<file path="src/rtl/alu_share_ctrl.sv">
// Shares one 32-bit ALU between two requesters: arbitrate, register operands, capture result, return on winner's channel.
// Optional build macro ALU_SHARE_FIXED_PRIO_EN selects fixed priority (requester 0 wins) instead of round-robin.
module alu_share_ctrl (
  input  logic        clk,
  input  logic        rst_n,
  input  logic        req0_valid,
  output logic        req0_ready,
  input  logic [2:0]  req0_op,
  input  logic [31:0] req0_a,
  input  logic [31:0] req0_b,
  input  logic        req1_valid,
  output logic        req1_ready,
  input  logic [2:0]  req1_op,
  input  logic [31:0] req1_a,
  input  logic [31:0] req1_b,
  output logic        rsp0_valid,
  input  logic        rsp0_ready,
  output logic [31:0] rsp0_res,
  output logic        rsp0_zero,
  output logic        rsp0_ovf,
  output logic        rsp1_valid,
  input  logic        rsp1_ready,
  output logic [31:0] rsp1_res,
  output logic        rsp1_zero,
  output logic        rsp1_ovf,
  output logic [31:0] alu_a,
  output logic [31:0] alu_b,
  output logic [2:0]  alu_op,
  input  logic [31:0] alu_res,
  input  logic        alu_zero,
  input  logic        alu_ovf,
  output logic        busy
);

  typedef enum logic [1:0] {IDLE, EXEC, RESP} state_t;

  state_t      state;
  state_t      state_next;
  logic        last_grant;
  logic        owner;
  logic        grant;
  logic        accept;
  logic [31:0] res_q;
  logic        zero_q;
  logic        ovf_q;

  // Winner among the currently valid requesters; only meaningful when at least one is valid.
  always_comb begin
    grant = 1'b0;
    if (req0_valid && req1_valid) begin
`ifdef ALU_SHARE_FIXED_PRIO_EN
      grant = 1'b0;
`else
      grant = ~last_grant;
`endif
    end else if (req1_valid) begin
      grant = 1'b1;
    end
  end

  assign accept = (state == IDLE) && (req0_valid || req1_valid);

  // NOTE: every output of this block gets a default first so no path leaves one unassigned (no latch).
  always_comb begin
    state_next = state;
    req0_ready = 1'b0;
    req1_ready = 1'b0;
    rsp0_valid = 1'b0;
    rsp1_valid = 1'b0;
    case (state)
      IDLE: begin
        if (accept) begin
          req0_ready = rst_n && !grant;
          req1_ready = rst_n && grant;
          state_next = EXEC;
        end
      end
      EXEC: state_next = RESP;
      RESP: begin
        rsp0_valid = !owner;
        rsp1_valid = owner;
        if (owner ? rsp1_ready : rsp0_ready) state_next = IDLE;
      end
      default: state_next = IDLE;
    endcase
  end

  // NOTE: state uses non-blocking assignments so every register samples pre-edge values.
  always_ff @(posedge clk) begin
    if (!rst_n) begin
      state      <= IDLE;
      last_grant <= 1'b1;
      owner      <= 1'b0;
    end else begin
      state <= state_next;
      if (accept) begin
        owner      <= grant;
        last_grant <= grant;
      end
    end
  end

  // NOTE: the datapath registers are reset too, because their reset values are visible on the ALU and response ports.
  always_ff @(posedge clk) begin
    if (!rst_n) begin
      alu_a  <= '0;
      alu_b  <= '0;
      alu_op <= '0;
      res_q  <= '0;
      zero_q <= 1'b0;
      ovf_q  <= 1'b0;
    end else begin
      if (accept) begin
        alu_a  <= grant ? req1_a  : req0_a;
        alu_b  <= grant ? req1_b  : req0_b;
        alu_op <= grant ? req1_op : req0_op;
      end
      if (state == EXEC) begin
        res_q  <= alu_res;
        zero_q <= alu_zero;
        ovf_q  <= alu_ovf;
      end
    end
  end

  // Both channels see the shared capture registers; only valid is per channel.
  assign rsp0_res  = res_q;
  assign rsp0_zero = zero_q;
  assign rsp0_ovf  = ovf_q;
  assign rsp1_res  = res_q;
  assign rsp1_zero = zero_q;
  assign rsp1_ovf  = ovf_q;
  assign busy      = (state != IDLE);

endmodule

</file>
<file path="config.mk">
export PLATFORM = sky130hd
export DESIGN_NAME = alu_share_ctrl
export DESIGN_NICKNAME = d
export VERILOG_FILES = /design/src/rtl/alu_share_ctrl.sv
export SDC_FILE = /design/constraint.sdc
export NUM_CORES = 1
export LEC_CHECK = 0
export CORE_AREA = 3 3 122 124
export CTS_CLUSTER_SIZE = 24
export DETAILED_ROUTE_END_ITERATION = 8
export DIE_AREA = 0 0 125 127
export PLACE_DENSITY_LB_ADDON = 0.25
export RECOVER_POWER = 100
export REMOVE_ABC_BUFFERS = 1
export SLEW_MARGIN = 0
export SYNTH_ARGS = -nofsm -noshare
export SYNTH_HDL_FRONTEND = slang
export SYNTH_SLANG_ARGS = --single-unit
export TNS_END_PERCENT = 100
</file>
<file path="constraint.sdc">
create_clock -name clk -period 2.4 [get_ports clk]
set_input_delay 0.36 -clock clk [delete_from_list [all_inputs] [get_ports clk]]
set_output_delay 0.36 -clock clk [all_outputs]
set_load 0.02 [all_outputs]
</file>
Yosys cells after proc, flatten, opt, wreduce, memory -nomap -nowiden
Cells that the tools add are included. W data, S select, Z words.

Mux-type cells: 15. Reduce and logical (&&, ||, !) cells: 10. Equality and inequality tests: 4. Bitwise logic cells: 1.

Operators with widths (number): $mux W32 (2); $mux W1 (9); $pmux W2 S3 (1); $logic_and A1 B1 Y1 (4); $mux W2 (2); $ne A2 B2 Y1 const B (2); $mux W3 (1); $eq A2 B1 Y1 const B (1); $eq A2 B2 Y1 const B (1); $logic_not A1 Y1 (2); $logic_not A2 Y1 (1); $reduce_and A2 Y1 (1); $reduce_bool A2 Y1 (1); $logic_or A1 B1 Y1 (1); $not A1 Y1 (1).

Input bits: 174. Word-level logic and storage cells: 39. Bits in registers: 105.

Longest topological paths before layout
Gate-level depths: netlist of the first run.

Depth in word-level cells: 6. Mapped depth: 7. Mapped depth without buffers: 3.

Least setup slack after synthesis of the first run
No wires, ideal clock.

Path kind: input port to output port. Start point: in req1_valid. End point: out req1_ready. Buffers on the path: 2. Data arrival time: 1.398 ns. Setup slack: 0.642 ns. Data required time: 2.040 ns. Cell stages on the path: 5. Path through: a21boi_2 buf_4 clkbuf_1 nand2_1 nor2_1.

Cells in the longest elaborated chain, start to end: 5.

RTL lines: start: declaration (line 11) `input logic req1_valid,`; $mux W1 / $logic_and A1 B1 Y1 (equally long branches) (line 56, 50); $mux W1 (line 50) `if (req0_valid && req1_valid) begin`; $logic_and A1 B1 Y1 (line 74) `req1_ready = rst_n && grant;`; $mux W1 * (line 72) `if (accept) begin`; $mux W1 * (line 70) `case (state)`; end: declaration (line 12) `output logic req1_ready,`.

Every way passes the cells marked *; elsewhere a longest branch is shown, timed or not.

Worst setup path in the final report of the first run
Start point: in req0_valid. End point: out req1_ready.

Cells in the longest elaborated chain, start to end: 5.

RTL lines: start: declaration (line 6) `input logic req0_valid,`; $logic_and A1 B1 Y1 (line 50); $mux W1 (line 50); $logic_and A1 B1 Y1 (line 74); $mux W1 * (line 72); $mux W1 * (line 70).

Marked as above.

==> reports/qor.yml, run 1 <==
detailed_routing:
  drtAntennaViolNets: 0
  drc: 0
  drt_wl_total_um: 17900
  drt_pass1_iterations: 4
  vias_per_cell: 5.08
  num_vias: 5180
  wl_per_cell_um: 17.5
  drt-initial-drc-count: 241
power_and_ir_drop:
  power_mw: 5.15
  p_leak_nw: 3.28
  pwr-share-seq_pct: 39.6
  irDropWorstVdd_uv: 427
  p_int_mw: 3.58
  p_comb_share_pct: 30.9
  switchingPower_mw: 1.57
  pwr-share-clk_pct: 29.6
  power_density_nw_per_um2: 649
  switching_share_pct: 30.5
global_route:
  use_met2_pct: 36.7
  use_met3_pct: 7.15
  grt_pass1_wl_um: 27600
  antenna_found_initial: 0
  grt_pass1_vias: 5084
  grt_overflow_total: 0
  grt-busiest-layer: "met2"
  grt_max_degree: 104
  track_usage_pct: 21.3
  grt_util_met1_pct: 24.6
worst_setup_path:
  cp_cell_sequence: "clkdlybuf4s50_1 > buf_4 > a21boi_4 > nand2_1 > nor2_1 > clkdlybuf4s50_1"
  worst_ep_required_time_ps: 2040
  crit_end: "req1_ready"
  r2r-end: "alu_a[3]"
  crit_path_max_fanout: 3
  arrival_ps: 1910
  endpoint_kind: "output port"
  crit_path_start: "req0_valid"
  path_class: "input pin to output port"
  rr_worst_depth: 5
  r2r_slack_ps: 610
  slowest_delay_ps: 610
  r2r_start: "state[1]"
  cp_slowest_cell: "clkdlybuf4s50_1"
  start_kind: "input pin"
  cpMostUsedCell: "clkdlybuf4s50_1"
floorplan:
  chipWidth_um: 125
  fp.dieArea_um2: 15900
  die_h_um: 127
  fp-row-count: 43
  io_pins: 314
  core_um2: 13900
  initial_core_util_pct: 34.7
logic_synthesis:
  syn_avg_cell_area_um2: 8.17
  yosysUniqueCellTypes: 26
  syn_inst: 590
  ys_warn_count: 0
  syn_area_um2: 4820
  seq_area_frac_synth_pct: 43.6
  synth_edf_count: 0
  synthArstFlopShare_pct: 0
  synth-seq-cells: 105
  synthFlopType: "dfxtp_1"
layout:
  fillers: 1223
  layout-drive-gt1-share_pct: 4.41
  syn2layout_area_growth_pct: 64.8
  fin_nets: 1008
  antenna_cells: 0
  finalInstanceArea_um2: 7940
clock_network:
  cts_buffers: 9
  clock_latency_ps: 350
  cts_max_level: 3
  clockRootBuffer: "clkbuf_16"
  clkTransAtPathRegs_ps: 60
  cts_tree: "done"
  clock-sinks: 105
  cts_buffer_depth: 2
outcome:
  status: "completed"
sta:
  fin_crit_ps: 2270
  tightest_slew_ps: 1240
  drv_slew: 0
  rsz0062_at_grt: "false"
  max_slew_margin_pct: 17.1
  finalCritPeriodShare_pct: 94.7
  fmax_ghz: 0.440
  setup_viol: 0
  final.setup.tns_ps: 0
  finClkSkew_ps: 6.92
  hold_viol: 0
  fin_ws_ps: 128
run:
  cap_violations: 0
placed_design:
  placed_cell_area_um2: 7820
  numPortBuffers: 313
  place_ws_ps: 16.1
  dp_hpwl_um: 12700
  gp_congestion: 0.904
hold_path:
  hold_class: "flop to flop"
cell usage in the layout, fill, tap and decap left out, types with 2 or more instances in the layout:
cell	instances
a21bo_2	2
a21oi_1	104
a311oi_1	64
a311oi_2	3
and3_1	2
buf_12	4
buf_4	7
clkbuf_1	3
clkbuf_16	9
clkbuf_8	3
clkdlybuf4s50_1	173
dfxtp_1	105
dlygate4sd3_1	139
nand2_1	203
critical path: cells and delay by family:
| family | cells | cell delay, ps |
|---|---|---|
| buffers and inverters | 3 | 1190 |
| and+or+nand+nor | 2 | 190 |
| AOI/OAI and AO/OA | 1 | 180 |
through the flow:
stage	hold slack, ps	instances	utilization, %
after floorplan	436	498	-
final	469	1019	57.2
after detailed placement	468	1003	56.3
after global routing	501	1019	57.2
after CTS	478	1019	58.6
after global placement	457	1003	56.3
power by group through the flow:
| stage | logic, mW | clock network, mW | registers, mW |
|---|---|---|---|
| after floorplan | 0.535 | 0 | 2.34 |
| after global placement | 1.72 | 0 | 2.08 |
| after detailed placement | 1.74 | 0 | 2.08 |
| after CTS | 1.75 | 1.58 | 2.05 |
| after global routing | 1.71 | 1.64 | 2.06 |
| final | 1.59 | 1.52 | 2.04 |
registers in the layout (all words and copies together) (netlist names):
signal      cells
alu_a          32
rsp0_ovf        1
owner           1
rsp0_zero       1
state           2
alu_op          3
last_grant      1
alu_b          32
rsp0_res       32
cell usage after synthesis, types with 2 or more instances:
| cell | n | area [um^2] |
|---|---|---|
| nand2_1 | 203 | 762 |
| dfxtp_1 | 105 | 2100 |
| a21oi_1 | 104 | 521 |
| clkbuf_1 | 40 | 150 |
| a311oi_1 | 37 | 324 |
| buf_4 | 36 | 270 |
| a311oi_2 | 30 | 450 |
| buf_2 | 8 | 40.0 |
| buf_6 | 5 | 56.3 |
| buf_1 | 3 | 11.3 |
| a21bo_2 | 2 | 20.0 |
| and3_1 | 2 | 12.5 |
| nor2_1 | 2 | 7.51 |
per-layer routing:
| layer | part of all wire, % | wire (um) |
|---|---|---|
| met2 | 49 | 8660 |
| met4 | 2.9 | 512 |
| met5 | 0 | 0 |
| met1 | 39 | 6930 |
| met3 | 9.8 | 1760 |
how the worst min path moves through the flow:
stage	start	to	cells past startpoint
2_1_floorplan	rst_n	last_grant	1
3_3_place_gp	rsp0_res[17]	rsp0_res[17]	2
3_5_place_dp	rsp0_res[12]	rsp0_res[12]	2
4_1_cts	rsp0_res[12]	rsp0_res[12]	2
5_1_grt	rsp0_res[23]	rsp0_res[23]	2
6_report	rsp0_res[0]	rsp0_res[0]	2
timing repair:
item / in CTS / in global routing
hold buffers: 0 / 0
gates resized for setup: 0 / 1
setup buffers: 0 / 0
endpoints found under the setup margin: 0 / 1
cell type report:
| type | instances | area, um^2 | area share (%) |
|---|---|---|---|
| clock inverter | 2 | 35.0 | 0.441 |
| multi-input combinational | 391 | 2030 | 25.6 |
| timing repair buffer | 325 | 3270 | 41.1 |
| sequential | 105 | 2100 | 26.5 |
| clock buffer | 14 | 274 | 3.45 |
| tap | 180 | 225 | 2.84 |
| inverter | 2 | 8.76 | 0.110 |
cells by family (layout without fill, tap and decap cells):
group	after synthesis	in the layout	share of synthesized area (%)
buf+inv	94	343	11.1
simple gates	215	215	17.4
mux	1	1	0.208
compound gates	175	175	27.6
flops	105	105	43.6
Power figures use the tool's default switching activity.
==> run 2, diff against run 1 <==
==> constraint.sdc (replaced) <==
create_clock -name clk -period 2.6 [get_ports clk]
set_input_delay 0.39 -clock clk [delete_from_list [all_inputs] [get_ports clk]]
set_output_delay 0.39 -clock clk [all_outputs]
set_load 0.02 [all_outputs]
==> run 2 against run 1 <==
  * Flip-flop and latch count unchanged
  * Combinational power decreased by 6%
  * Power decreased by 4.1%
  * Global-route usage increased by 0.25 points
  * Clock power increased by 3%
  * Critical path type unchanged
  * Worst hold slack got worse by 2.6 ps
==> reports/qor.yml, run 2 (synthesis gave the netlist of run 1 again) <==
detailed_routing:
  drtAntennaViolNets: 0
  num_vias: 5205
  drt-initial-drc-count: 263
  drt_wl_total_um: 17800
  drc: 0
  vias_per_cell: 5.11
  wl_per_cell_um: 17.5
  drt_pass1_iterations: 4
placed_design:
  numPortBuffers: 313
  placed_cell_area_um2: 7810
  dp_hpwl_um: 12600
  gp_congestion: 0.914
clock_network:
  clockRootBuffer: "clkbuf_16"
  cts_buffers: 9
  cts_setup_buffers: 0
  clock-sinks: 105
  cts_buffer_depth: 2
  clkTransAtPathRegs_ps: 60
  cts_tree: "done"
  cts_max_level: 3
  cts_hold_repair.buffers: 0
  cts_resized: 0
  clock_latency_ps: 340
floorplan:
  die_h_um: 127
  io_pins: 314
  core_um2: 13900
  initial_core_util_pct: 34.7
  fp.dieArea_um2: 15900
  fp-row-count: 43
  chipWidth_um: 125
global_route:
  grt_pass1_vias: 5125
  grt_max_degree: 104
  track_usage_pct: 21.6
  grt_pass1_wl_um: 27900
  grt_overflow_total: 0
  antenna_found_initial: 0
worst_setup_path:
  path_class: "input pin to output port"
  rr_worst_depth: 5
  crit_path_start: "req1_valid"
  r2r-end: "alu_b[18]"
  start_kind: "input pin"
  r2r_start: "state[1]"
  cp_slowest_cell: "clkdlybuf4s50_1"
  crit_path_max_fanout: 4
  slowest_delay_ps: 530
  r2r_slack_ps: 760
  cpMostUsedCell: "clkdlybuf4s50_1"
  crit_end: "req0_ready"
  endpoint_kind: "output port"
  worst_ep_required_time_ps: 2210
  cp_cell_sequence: "clkdlybuf4s50_1 > or2_2 > and3_1 > and2_1 > clkdlybuf4s50_1"
  arrival_ps: 2040
sta:
  setup_viol: 0
  holdWs_ps: 466
  tightest_slew_ps: 1280
  finClkSkew_ps: 6.24
  rsz0062_at_grt: "false"
  fmax_ghz: 0.411
  fin_crit_ps: 2430
  max_slew_margin_pct: 14.6
  hold_viol: 0
  finalCritPeriodShare_pct: 93.6
  drv_slew: 0
layout:
  layout_common_cells: "nand2_1 (203), clkdlybuf4s50_1 (173), dlygate4sd3_1 (140), dfxtp_1 (105), a21oi_1 (104)"
  syn2layout_area_growth_pct: 67.2
  layout-drive-gt1-share_pct: 5.97
  layout_commonest_cell: "nand2_1"
  fin_nets: 1007
  antenna_cells: 0
  finalInstanceArea_um2: 8060
power_and_ir_drop:
  p_int_mw: 3.46
  power_mw: 4.94
  switchingPower_mw: 1.48
  p_leak_nw: 3.30
  pwr-share-seq_pct: 38.1
  p_comb_share_pct: 30.2
  pwr-share-clk_pct: 31.7
  power_density_nw_per_um2: 613
  irDropWorstVdd_uv: 351
  switching_share_pct: 30.0
run:
  cap_violations: 0
outcome:
  status: "completed"
hold_path:
  hold_class: "flop to flop"
-- run 2: per-layer routing --
metal / GRT usage, % / up-vias / wire length (um)
li1: - / 2507 / -
met1: 25.8 / 2419 / 7050
met2: 36.2 / 248 / 8690
met3: 7.40 / 31 / 1560
met4: 7.91 / 0 / 485
met5: 0 / - / 0
-- run 2: cell type report --
cell class | instances | area (um^2)
fill | 1241 | 5830
timing repair buffer | 324 | 3260
multi-input combinational | 391 | 2110
sequential | 105 | 2100
clock buffer | 11 | 243
tap | 180 | 225
clock inverter | 5 | 103
inverter | 2 | 8.76
-- run 2: how the worst min path moves through the flow --
stage,start,to,depth (start not counted)
after floorplan,rst_n,last_grant,1
after CTS,rsp0_res[18],rsp0_res[18],2
after global routing,rsp0_res[18],rsp0_res[18],2
final,rsp0_res[18],rsp0_res[18],2
after detailed placement,rsp0_res[18],rsp0_res[18],2
after global placement,rsp0_res[17],rsp0_res[17],2
-- run 2: power groups by stage --
stage | sequential, mW | combinational (mW) | clock, mW
2_1_floorplan | 2.16 | 0.494 | 0
3_3_place_gp | 1.92 | 1.59 | 0
3_5_place_dp | 1.93 | 1.61 | 0
4_1_cts | 1.89 | 1.61 | 1.61
5_1_grt | 1.91 | 1.60 | 1.67
6_report | 1.88 | 1.49 | 1.56
-- run 2: metrics by stage --
step / setup slack, ps / utilization, % / setup TNS, ps / cells
2_1_floorplan: -1220 / - / -85290 / 498
3_3_place_gp: 187 / 56.3 / 0 / 1002
3_5_place_dp: 164 / 56.3 / 0 / 1002
4_1_cts: 163 / 58.8 / 0 / 1018
5_1_grt: 87.3 / 58.0 / 0 / 1018
6_report: 167 / 58.0 / 0 / 1018
-- run 2: worst max-delay path, delay by kind of cell --
| kind | cells | cell delay (ps) |
|---|---|---|
| AND/OR/NAND/NOR | 3 | 670 |
| buffers and inverters | 2 | 980 |
